$ cat config.mk
export PLATFORM = sky130hd
export DESIGN_NAME = dbus_ram_arbiter
export DESIGN_NICKNAME = d
export VERILOG_FILES = /design/src/rtl/sys_bus_pkg.sv /design/src/rtl/rr_arb2.sv /design/src/rtl/dbus_ram_arbiter.sv
export SDC_FILE = /design/constraint.sdc
export NUM_CORES = 1
export LEC_CHECK = 0
export ABC_AREA = 1
export BUFFER_PORTS_ARGS = -buffer_cell sky130_fd_sc_hd__buf_2
export CAP_MARGIN = 5
export CORE_AREA = 4 4 109 111
export CTS_BUF_LIST = sky130_fd_sc_hd__clkbuf_8
export CTS_CLUSTER_DIAMETER = 200
export CTS_CLUSTER_SIZE = 14
export DETAILED_ROUTE_END_ITERATION = 7
export DIE_AREA = 0 0 113 115
export GPL_ROUTABILITY_DRIVEN = 0
export PLACE_DENSITY_LB_ADDON = 0.1
export SLEW_MARGIN = 20
export SYNTH_ARGS = -nofsm -noshare
export SYNTH_HDL_FRONTEND = slang
export SYNTH_SLANG_ARGS = --single-unit
export TNS_END_PERCENT = 10
$ cat constraint.sdc
create_clock -name clk -period 2.1 [get_ports clk]
set_clock_uncertainty 0.2 [all_clocks]
set_input_delay 0.315 -clock clk [delete_from_list [all_inputs] [get_ports clk]]
set_output_delay 0.315 -clock clk [all_outputs]
set_load 0.05 [all_outputs]
$ cat src/rtl/sys_bus_pkg.sv
// sys_bus_pkg: shared bus size encoding, arbiter states and byte-enable helper
package sys_bus_pkg;
   typedef enum logic [1:0] {SZ_BYTE = 2'd0, SZ_HALF = 2'd1, SZ_WORD = 2'd2} bus_size_t;
   typedef enum logic [1:0] {ARB, LOCKED, FORCE} arb_state_t;
   function automatic logic [3:0] byte_en(input logic [1:0] size, input logic [1:0] addr_lo);
      return size == SZ_BYTE ? 4'b0001 << addr_lo :
             size == SZ_HALF ? 4'b0011 << {addr_lo[1], 1'b0} : 4'b1111;
   endfunction
endpackage

$ cat src/rtl/rr_arb2.sv
// rr_arb2: two-way round-robin arbiter; prio = 1 means m1 wins the next contention
module rr_arb2 (
   input  logic       clk,
   input  logic       reset,
   input  logic [1:0] req,
   input  logic       set_m1,
   output logic [1:0] gnt
);
   logic prio;
   assign gnt = {req[1] & (~req[0] | prio), req[0] & (~req[1] | ~prio)};
   always_ff @(posedge clk)
      if (reset) prio <= 1'b0;
      else if (set_m1) prio <= 1'b1;
      else if (|gnt) prio <= gnt[0];
endmodule

$ cat src/rtl/dbus_ram_arbiter.sv
// dbus_ram_arbiter: shares the RAM data port between CPU dBus (m0) and loader/debug bridge (m1)
module dbus_ram_arbiter
   import sys_bus_pkg::*;
#(
   parameter int WL          = 32,
   parameter int RAM_ADDR_WL = 13,
   parameter int MAX_LOCK    = 256
) (
   input  logic                   clk,
   input  logic                   reset,
   input  logic                   m0_cmd_valid,
   output logic                   m0_cmd_ready,
   input  logic                   m0_cmd_wr,
   input  logic [WL-1:0]          m0_cmd_addr,
   input  logic [WL-1:0]          m0_cmd_data,
   input  logic [1:0]             m0_cmd_size,
   output logic                   m0_rsp_valid,
   output logic [WL-1:0]          m0_rsp_data,
   output logic                   m0_rsp_error,
   input  logic                   m1_cmd_valid,
   output logic                   m1_cmd_ready,
   input  logic                   m1_cmd_wr,
   input  logic [WL-1:0]          m1_cmd_addr,
   input  logic [WL-1:0]          m1_cmd_data,
   input  logic [1:0]             m1_cmd_size,
   output logic                   m1_rsp_valid,
   output logic [WL-1:0]          m1_rsp_data,
   output logic                   m1_rsp_error,
   input  logic                   m1_lock,
   output logic [WL/8-1:0]        ram_we,
   output logic [RAM_ADDR_WL-1:0] ram_addr,
   output logic [WL-1:0]          ram_din,
   input  logic [WL-1:0]          ram_dout
);
   localparam int CW = $clog2(MAX_LOCK + 1);
   arb_state_t state;
   logic [CW-1:0] cnt;
   logic [1:0] req, gnt, size;
   logic [WL-1:0] addr;
   logic sel, wr, in_range, pend, own, err, rv;
   assign req = reset ? 2'b00 :
                state == LOCKED ? {m1_cmd_valid, 1'b0} :
                state == FORCE ? {1'b0, m0_cmd_valid} : {m1_cmd_valid, m0_cmd_valid};
   rr_arb2 u_rr (.clk(clk), .reset(reset), .req(req), .set_m1(state == FORCE), .gnt(gnt));
   assign m0_cmd_ready = gnt[0];
   assign m1_cmd_ready = gnt[1];
   assign sel = gnt[1];
   assign addr = sel ? m1_cmd_addr : m0_cmd_addr;
   assign size = sel ? m1_cmd_size : m0_cmd_size;
   assign wr = sel ? m1_cmd_wr : m0_cmd_wr;
   // addr[WL-1] selects IO space, so it counts as out of range here too
   assign in_range = addr[WL-1:RAM_ADDR_WL+2] == '0;
   assign ram_addr = addr[RAM_ADDR_WL+1:2];
   assign ram_din = sel ? m1_cmd_data : m0_cmd_data;
   assign ram_we = (|gnt && wr && in_range) ? byte_en(size, addr[1:0]) : '0;
   always_ff @(posedge clk)
      if (reset) begin
         pend <= 1'b0;
         own  <= 1'b0;
         err  <= 1'b0;
      end else begin
         pend <= |gnt & ~wr;
         own  <= sel;
         err  <= ~in_range;
      end
   assign rv = pend & ~reset;
   assign m0_rsp_valid = rv & ~own;
   assign m1_rsp_valid = rv & own;
   assign m0_rsp_error = rv & ~own & err;
   assign m1_rsp_error = rv & own & err;
   assign m0_rsp_data = (rv & ~own & ~err) ? ram_dout : '0;
   assign m1_rsp_data = (rv & own & ~err) ? ram_dout : '0;
   // cnt counts cycles m1 has owned the port, including the ARB grant that took the lock
   always_ff @(posedge clk)
      if (reset) begin
         state <= ARB;
         cnt   <= '0;
      end else if (state == ARB) begin
         if (gnt[1] && m1_lock) begin
            state <= (MAX_LOCK == 1) ? FORCE : LOCKED;
            cnt   <= CW'(1);
         end
      end else if (state == LOCKED) begin
         if (!m1_lock) begin
            state <= ARB;
            cnt   <= '0;
         end else begin
            cnt <= cnt + 1'b1;
            if (cnt + 1'b1 == CW'(MAX_LOCK)) state <= FORCE;
         end
      end else begin
         state <= ARB;
         cnt   <= '0;
      end
endmodule

### Word-level counts from Yosys, hierarchy flattened

Index checks and enable logic that the tools add are counted.

| word-level totals | value |
|---|---|
| bits in registers | 15 |
| input port bits | 171 |
| output and inout bits | 119 |
| logic and storage cells | 67 |

| operators by class | value |
|---|---|
| reduce and logical (&&, ||, !) cells | 9 |
| $add $sub $neg | 1 |
| shift operators | 2 |
| eq/ne operators | 6 |
| bitwise logic cells | 20 |
| muxes and demuxes | 23 |

Operator list:

| operator | count |
|---|---|
| 32-bit two-way mux | 4 |
| 9-bit two-way mux | 4 |
| 2-bit two-way mux | 9 |
| 17-bit logical NOT | 1 |
| 4-bit two-way mux | 3 |
| 1-bit AND | 10 |
| 9-bit by 1-bit adder with 9-bit output, second input constant | 1 |
| 9-bit == test, second input constant | 1 |
| 1-bit NOT | 8 |
| 2-bit by 1-bit == test with 1-bit output, second input constant | 2 |
| 2-bit logical NOT | 2 |
| 4-bit by 2-bit != test with 1-bit output, second input constant | 1 |
| 1-bit by 2-bit left shift with 4-bit output, first input constant | 1 |
| 2-bit by 2-bit left shift with 4-bit output, first input constant | 1 |
| 1-bit logical AND | 3 |
| 1-bit two-way mux | 3 |
| 2-bit == test, second input constant | 1 |
| 2-bit by 1-bit != test with 1-bit output, second input constant | 1 |
| 1-bit OR | 2 |
| 2-bit AND reduction | 1 |
| 2-bit nonzero test | 1 |
| 2-bit OR reduction | 1 |

### Depth between registers and ports, before layout

Gate-level depths: netlist of run 1.

| logic depth | value |
|---|---|
| word-level depth | 12 |
| mapped depth | 11 |

### By module

From an unflattened synthesis of run 1, not the netlist that was laid out.

| unflattened totals | value |
|---|---|
| cell total of the unflattened synthesis | 422 |
| area total of the unflattened synthesis | 2019.4 um^2 |

Modules (own cells, without submodules):

| module | sequential area each (um^2) | cells each | area an instance (um^2) | times used |
|---|---|---|---|---|
| dbus_ram_arbiter | 280.3 | 414 | 1960.6 | 1 |
| rr_arb2 | 20.0 | 8 | 58.8 | 1 |

### Worst setup path before layout of run 1

Ideal clock, no wire load.

| path | value |
|---|---|
| path type | in2out |
| start | in reset |
| end | out m1_rsp_data[10] |
| stages | 5 |
| arrival | 2.816 ns |
| path buffers | 2 |
| path slack | -1.231 ns |
| required time | 1.585 ns |
| cell sequence | buf_2 > nor3_1 > nand2_1 > buf_2 > nor2_1 |

| between the ends | value |
|---|---|
| longest elaborated chain between the ends | 5 |

RTL lines:

| item | RTL line | text |
|---|---|---|
| start, declared | dbus_ram_arbiter.sv:10 | `input logic reset,` |
| 1-bit NOT | dbus_ram_arbiter.sv:66 | `assign rv = pend & ~reset;` |
| 1-bit AND | dbus_ram_arbiter.sv:66 |  |
| 1-bit AND | - |  |
| net m1_rsp_valid | dbus_ram_arbiter.sv:26 | `output logic m1_rsp_valid,` |
| 1-bit AND | dbus_ram_arbiter.sv:72 | `assign m1_rsp_data = (rv & own & ~err) ? ram_dout : '0;` |
| 32-bit two-way mux | dbus_ram_arbiter.sv:72 |  |
| end, declared | dbus_ram_arbiter.sv:27 | `output logic [WL-1:0] m1_rsp_data,` |

The timed path passes the listed nets, and every way through them passes these cells.

### Final worst setup path of run 1

| path | value |
|---|---|
| start | reg state[1] |
| end | out ram_we[0] |

| between the ends | value |
|---|---|
| longest elaborated chain between the ends | 11 |

RTL lines:

| item | RTL line | text |
|---|---|---|
| start, declared | dbus_ram_arbiter.sv:36 | `arb_state_t state;` |
| start signal, assigned | dbus_ram_arbiter.sv:80 | `state <= (MAX_LOCK == 1) ? FORCE : LOCKED;` |
| 2-bit by 1-bit == test with 1-bit output / 2-bit == test (equally long branches) | dbus_ram_arbiter.sv:42, dbus_ram_arbiter.sv:43 |  |
| 2-bit two-way mux * | dbus_ram_arbiter.sv:42 | `state == LOCKED ? {m1_cmd_valid, 1'b0} :` |
| 2-bit two-way mux * | dbus_ram_arbiter.sv:41 | `assign req = reset ? 2'b00 :` |
| 1-bit NOT / 2-bit two-way mux (equally long branches) | rr_arb2.sv:10, dbus_ram_arbiter.sv:41 |  |
| 1-bit OR / 1-bit NOT (equally long branches) | rr_arb2.sv:10 | `assign gnt = {req[1] & (~req[0] \| prio), req[0] & (~req[1] \| ~prio)};` |
| 1-bit AND / 1-bit OR (equally long branches) | rr_arb2.sv:10 |  |
| 32-bit two-way mux (tied with other cells) | dbus_ram_arbiter.sv:48 | `assign addr = sel ? m1_cmd_addr : m0_cmd_addr;` |
| 2-bit by 2-bit left shift with 4-bit output (tied with other cells) | sys_bus_pkg.sv:7 | `size == SZ_HALF ? 4'b0011 << {addr_lo[1], 1'b0} : 4'b1111;` |
| 4-bit two-way mux / 1-bit logical AND (equally long branches) | sys_bus_pkg.sv:7, dbus_ram_arbiter.sv:55 |  |
| 4-bit two-way mux / 1-bit logical AND (equally long branches) | sys_bus_pkg.sv:6, dbus_ram_arbiter.sv:55 |  |
| 4-bit two-way mux * | dbus_ram_arbiter.sv:55 | `assign ram_we = (\|gnt && wr && in_range) ? byte_en(size, addr[1:0]) : '0;` |
| end, declared | dbus_ram_arbiter.sv:30 | `output logic [WL/8-1:0] ram_we,` |

Every way passes the cells marked *; elsewhere a longest branch is shown, timed or not.

==> results of run 1 <==
==> power breakdown <==
part	total [uW]	internal [uW]	switching, uW
clock network	251	134	118
logic	1560	561	1000
registers	340	315	24.9
total	2150	1010	1140
==> per-stage QoR <==
| step | TNS, ns | util | worst slack [ns] | instances |
|---|---|---|---|---|
| 3_3_place_gp | -0.0674 | 0.376 | -0.0216 | 868 |
| 4_1_cts | -6.02 | 0.420 | -0.163 | 875 |
| 2_1_floorplan | -13.78 | - | -0.275 | 444 |
| 3_5_place_dp | -0.0377 | 0.376 | -0.0176 | 868 |
| 6_report | -4.61 | 0.441 | -0.170 | 877 |
| 5_1_grt | -10.40 | 0.441 | -0.252 | 877 |
==> worst reg2reg max path: stages (launching register included) <==
cell and delay, ns:
dfxtp_1 0.38, ha_1 0.18, nand2_1 0.10, inv_1 0.15, nand3_1 0.10, nand2_1 0.11
nand2_1 0.05, nor2_1 0.11, nand3_1 0.12, nand2_1 0.08, nand2_1 0.05
==> cells by family after synthesis <==
logic type / after synthesis
buffers and inverters: 78
XOR/XNOR: 2
AO/OA/AOI/OAI: 17
adder cells (fa/ha/maj): 1
AND/OR/NAND/NOR: 331
flip-flops: 15
==> how the worst max path moves through the flow <==
stage                               start               to  slack (ns)  depth (start not counted)
after global placement    m1_cmd_addr[29]        ram_we[1]       -0.02                          8
final                            state[1]        ram_we[0]       -0.17                         10
after global routing             state[0]        ram_we[3]       -0.25                         11
after CTS                        state[0]        ram_we[0]       -0.16                         11
after detailed placement         state[0]        ram_we[0]       -0.02                         11
after floorplan                     reset  m0_rsp_data[10]       -0.28                          5
==> registers in the layout, summed over array words and instances, names as in the netlist <==
register and cells:
state 2, own 1, cnt 9, u_rr.prio 1
err 1, pend 1
==> metal layers <==
| metal | track usage | routed length, um | up-vias |
|---|---|---|---|
| li1 | - | - | 1903 |
| met1 | 0.178 | 4230 | 1691 |
| met2 | 0.327 | 6660 | 128 |
| met3 | 0.0326 | 821 | 12 |
| met4 | 0.0272 | 154 | 0 |
| met5 | 0 | 0 | - |
==> cells in the final DEF (no fill, tap or decap), drive strengths merged, types with 5 or more instances in the layout <==
cell / count
dfxtp: 15
nor3: 5
a21oi: 10
nor2: 104
nand2: 194
nand3: 19
buf: 259
inv: 59
clkbuf: 51
==> layout make-up <==
| class | count | area [sq um] | area share |
|---|---|---|---|
| inverter | 59 | 229 | 0.0481 |
| sequential | 15 | 304 | 0.0638 |
| clock buffer | 3 | 41.3 | 0.00867 |
| multi-input combinational | 352 | 1850 | 0.389 |
| tap | 140 | 175 | 0.0368 |
| clock inverter | 1 | 7.51 | 0.00158 |
| timing repair buffer | 307 | 2150 | 0.452 |
==> what timing repair did <==
item / 4_1_cts / 5_1_grt
endpoints found under the hold margin: 0 / 0
pin swaps: 11 / 8
buffers inserted: 2 / 2
gates cloned: 1 / 0
gates resized for setup: 122 / 96
endpoints found under the setup margin: 50 / 115
==> impl_metrics.toml, run 1 <==
[outcome]
status = "finished with violations"
failed_checks = "negative setup slack"

[drt]
drt-total-wl_mm = 11.9
avgRoutedWirePerCell_um = 13.5
via_count = 3734
drc = 0
drt_iter0_drc = 177
drt_pass1_iterations = 4
viasPerCell = 4.26
postRouteAntennaNets = 0

[global_routing]
grt_start_max_net_pins = 47
gr-usage-all-layers = 0.163
grt_pass1_wl_mm = 17.6
gr-total-overflow = 0
antenna_found_initial = 0
first_global_vias = 3533

[finish]
drive_gt1_frac = 0.585
fin_nets = 910
fill_cells = 1151
syn_to_final_growth_pct = 121
design_area_sq_mm = 0.00476
antenna_cells = 0

[place]
port_buffers = 289
placed_area_sq_mm = 0.00406
dp_hpwl_mm = 9.76

[setup_path]
startpoint_type = "register"
end_kind = "output pin"
cp_slowest_cell = "dfxtp_2"
crit_type = "reg -> out"
required_ns = 1.58
cp_top_family = "simple AND/OR/NAND/NOR gates"
arrival_ns = 1.76
cpPeakStageDelay_ns = 0.36
r2r_end = "state[0]"
rrSetupSlack_ns = 0.37
reg2reg_from = "cnt[0]"
rr_worst_depth = 10
cp_cell_sequence = "nand2_2 -> nand2_4 -> nor2_8 -> buf_6 -> nand3b_1 -> nand2_4 -> nor2_4 -> nand3_2 -> nor2_2 -> buf_6"
worst-path-buf-inv = 2
crit_fanout = 6

[clock_network]
cts_root_buffer = "clkbuf_8"
clk_pin_slew_worst_paths_ns = 0.07
cts_tree = "yes"
htree_num_levels = 1
postCtsHoldBufs = 0
clk_path_buf_depth = 2
cts_buffers = 3
cts_num_sinks = 15
clk_latency_ns = 0.26

[power]
peakVddDrop_mv = 0.393
leakage_uw = 0.00273
power_density_mw_per_mm2 = 452
p_total_uw = 2150

[die]
core-area_sq_mm = 0.0108
ios = 290
die_x_um = 113
core.rowCount = 38
dieArea_sq_mm = 0.0130
start_util = 0.200
die_y_um = 115

[logic_synthesis]
synth.top_cell.area_share = 0.324
synth_seq_area_share = 0.139
ys_ff_latch = 15
synth_simple_gate_area_share = 0.636
synth_compound_area_frac = 0.0424
netlist_instances = 444
yosysTopAreaCell = "nand2_1"
synthTopCellsByCount = "nand2_1 (186), nor2_1 (102), inv_1 (57)"
synth_fa_ha_area_frac = 0.00581
syn_area_sq_mm = 0.00215
synth_mux_area_frac = 0
syn_nets = 616
async_flop_share = 0
yosys_most_used_dff = "dfxtp_1"
synth_area_leaders = "nand2_1 (32%), nor2_1 (18%), dfxtp_1 (14%)"
synth-xor-area-share = 0.00813
synth-edff-count = 0
synth_warnings = 0
ys_types = 30
synth_top_family_by_area = "simple AND/OR/NAND/NOR gates"
avgSynthCellArea_sq_um = 4.85
synth_most_common_cell = "nand2_1"

[sta]
period_minus_slack_ns = 2.27
max_freq_mhz = 440
finalWorstSetupSlack_ns = -0.170
drv_slew = 0
finalSetupViolations = 50
worst_slew_pin_slew_ns = 0.377
hold_ws_ns = 0.192
maxSlewHeadroom = 0.748
rsz0062_at_grt = "true"
finalCritPeriodShare = 1.08
final_hold_viol_count = 0

[min_path]
worst_hold_path_type = "in -> reg"
holdPathStages = 4
whs_endpoint = "pend"
hp-start = "m0_cmd_wr"

[run]
max_cap_viol_count = 0
No activity file was read; power rests on OpenSTA's default activity.
==> inputs of run 2 (changes only) <==
- CELL_PAD_IN_SITES_DETAIL_PLACEMENT: default -> 1
- CELL_PAD_IN_SITES_GLOBAL_PLACEMENT: default -> 1
- CORE_AREA: 4 4 109 111 -> default
- CORE_MARGIN: default -> 4
- CORE_UTILIZATION: default -> 17
- DIE_AREA: 0 0 113 115 -> default
- SKIP_CTS_REPAIR_TIMING: default -> 1
==> run 2 against run 1 <==
The flow still finishes with violations (negative setup slack). Largest cell class unchanged. Final cell count rose by 3.6%. Design area rose by 4.0%. Flip-flop and latch count did not move. Register-to-register slack got worse by 0.10 ns. Non-clock buffer count rose by 4. Combinational power rose by 6%. Clock power fell by 8%. Critical endpoint is now ram_we[3]. Power rose by 3.1%. Sequential power barely moved. Maximum frequency fell by 0.98%. Critical path type unchanged. Hold slack improved by 0.061 ns. Worst setup slack got worse by 0.023 ns.
==> impl_metrics.toml, run 2 (synthesis gave the netlist of run 1 again) <==
[setup_path]
crit_type = "reg -> out"
crit_fanout = 6
cp_cell_sequence = "inv_2 -> nand2_4 -> nand2_4 -> nor2_8 -> buf_6 -> nand3b_1 -> nand2_4 -> nand3_4 -> nor2_2 -> nor2_2 -> buf_6"
arrival_ns = 1.78
startpoint_type = "register"
cp_top_family = "simple AND/OR/NAND/NOR gates"
end_kind = "output pin"
required_ns = 1.58
crit_path_frequent_cell = "nand2_4"
rrSetupSlack_ns = 0.27
worst-path-buf-inv = 3
cp_slowest_cell = "dfxtp_2"
cpPeakStageDelay_ns = 0.35

[power]
comb_power_share = 0.743
switching_power_uw = 1170
intPower_uw = 1050
seqPwrFrac = 0.153
switching_share = 0.528
peakVddDrop_mv = 0.247
power_density_mw_per_mm2 = 448
leakage_uw = 0.00280
clkPwrFrac = 0.104

[place]
port_buffers = 289
dp_hpwl_mm = 12.0
placed_area_sq_mm = 0.00418
dp_cells = 900

[clock_network]
cts_buffers = 3
cts_root_buffer = "clkbuf_8"
cts_tree = "yes"
clk_pin_slew_worst_paths_ns = 0.06
clk_path_buf_depth = 2
clk_latency_ns = 0.24
htree_num_levels = 1
cts_num_sinks = 15

[sta]
hold_ws_ns = 0.253
rsz0062_at_grt = "true"
finalWorstSetupSlack_ns = -0.193
drv_slew = 0
finalSetupViolations = 50
finalSetupTns_ns = -3.99
max_freq_mhz = 436
finalCritPeriodShare = 1.09
worst_slew_pin_slew_ns = 0.405
maxSlewHeadroom = 0.729
final_hold_viol_count = 0
period_minus_slack_ns = 2.29

[min_path]
worst_hold_path_type = "in -> reg"

[global_routing]
gr-usage-all-layers = 0.170
gr-total-overflow = 0
grt_pass1_wl_mm = 19.9
grt_start_max_net_pins = 47
antenna_found_initial = 2
first_global_vias = 3804

[die]
die_y_um = 121
die_x_um = 121
dieArea_sq_mm = 0.0145
ios = 290
core.rowCount = 40
core-area_sq_mm = 0.0122
start_util = 0.176

[drt]
drc = 0
via_count = 3857
avgRoutedWirePerCell_um = 15.9
drt-total-wl_mm = 14.5
wl_met3_mm = 1.08
routedLengthMet1_mm = 5.13
routed.top_layer = "met5"
drt_pass1_iterations = 4
dr_wl_met2_mm = 8.08
postRouteAntennaNets = 0
drt_iter0_drc = 162
viasPerCell = 4.24

[finish]
design_area_sq_mm = 0.00495
instances_no_fill = 909
antenna_cells = 0
fill_cells = 1688
final_core_util = 0.406
largest_register = "cnt"
top_regs = "cnt x9, state x2"
largest_reg_flops = 9
final_cell_mix = "buf_2 (175), nand2_1 (167), nor2_2 (67), inv_1 (54), buf_4 (47)"
syn_to_final_growth_pct = 130
final_common_cell = "buf_2"
fin_nets = 914
drive_gt1_frac = 0.595

[outcome]
status = "finished with violations"
failed_checks = "negative setup slack"

[run]
max_cap_viol_count = 0
## run 2: per-stage QoR
step | setup WS (ns) | power, uW
2_1_floorplan | -0.275 | 1250
3_3_place_gp | 0.00544 | 1710
3_5_place_dp | -0.0565 | 1730
4_1_cts | -0.331 | 1970
5_1_grt | -0.317 | 2350
6_report | -0.193 | 2220
## run 2: worst min-delay path, stage by stage
cell	delay, ns
buf_2	0.08
nand3b_1	0.17
a21oi_1	0.09
## run 2: worst paths after layout
| path | depth (start not counted) | start | endpoint |
|---|---|---|---|
| worst min register to register | 2 | cnt[8] | cnt[8] |
| worst min-delay path | 3 | m1_cmd_wr | pend |
| worst max-delay path | 11 | state[0] | ram_we[3] |
| worst max register to register | 8 | cnt[0] | state[0] |
## run 2: layout make-up
type | count | area, sq um | area share
clock buffers | 3 | 41.3 | 0.00834
inverters | 59 | 234 | 0.0472
multi-input cells | 352 | 1900 | 0.383
repair buffers | 311 | 2260 | 0.456
clock inverters | 1 | 5.00 | 0.00101
well taps | 168 | 210 | 0.0424
flip-flops and latches | 15 | 307 | 0.0619
## run 2: power groups by stage
stage          Clock (uW)  Sequential (uW)  Combinational (uW)
2_1_floorplan           0              337                 911
3_3_place_gp            0              340                1370
3_5_place_dp            0              341                1390
4_1_cts               241              335                1400
5_1_grt               258              341                1750
6_report              231              339                1650
## run 2: layer usage
metal,GRT usage,vias to the layer above
li1,-,1912
met1,0.184,1777
met2,0.341,150
met3,0.0351,14
met4,0.0276,4
met5,0,-
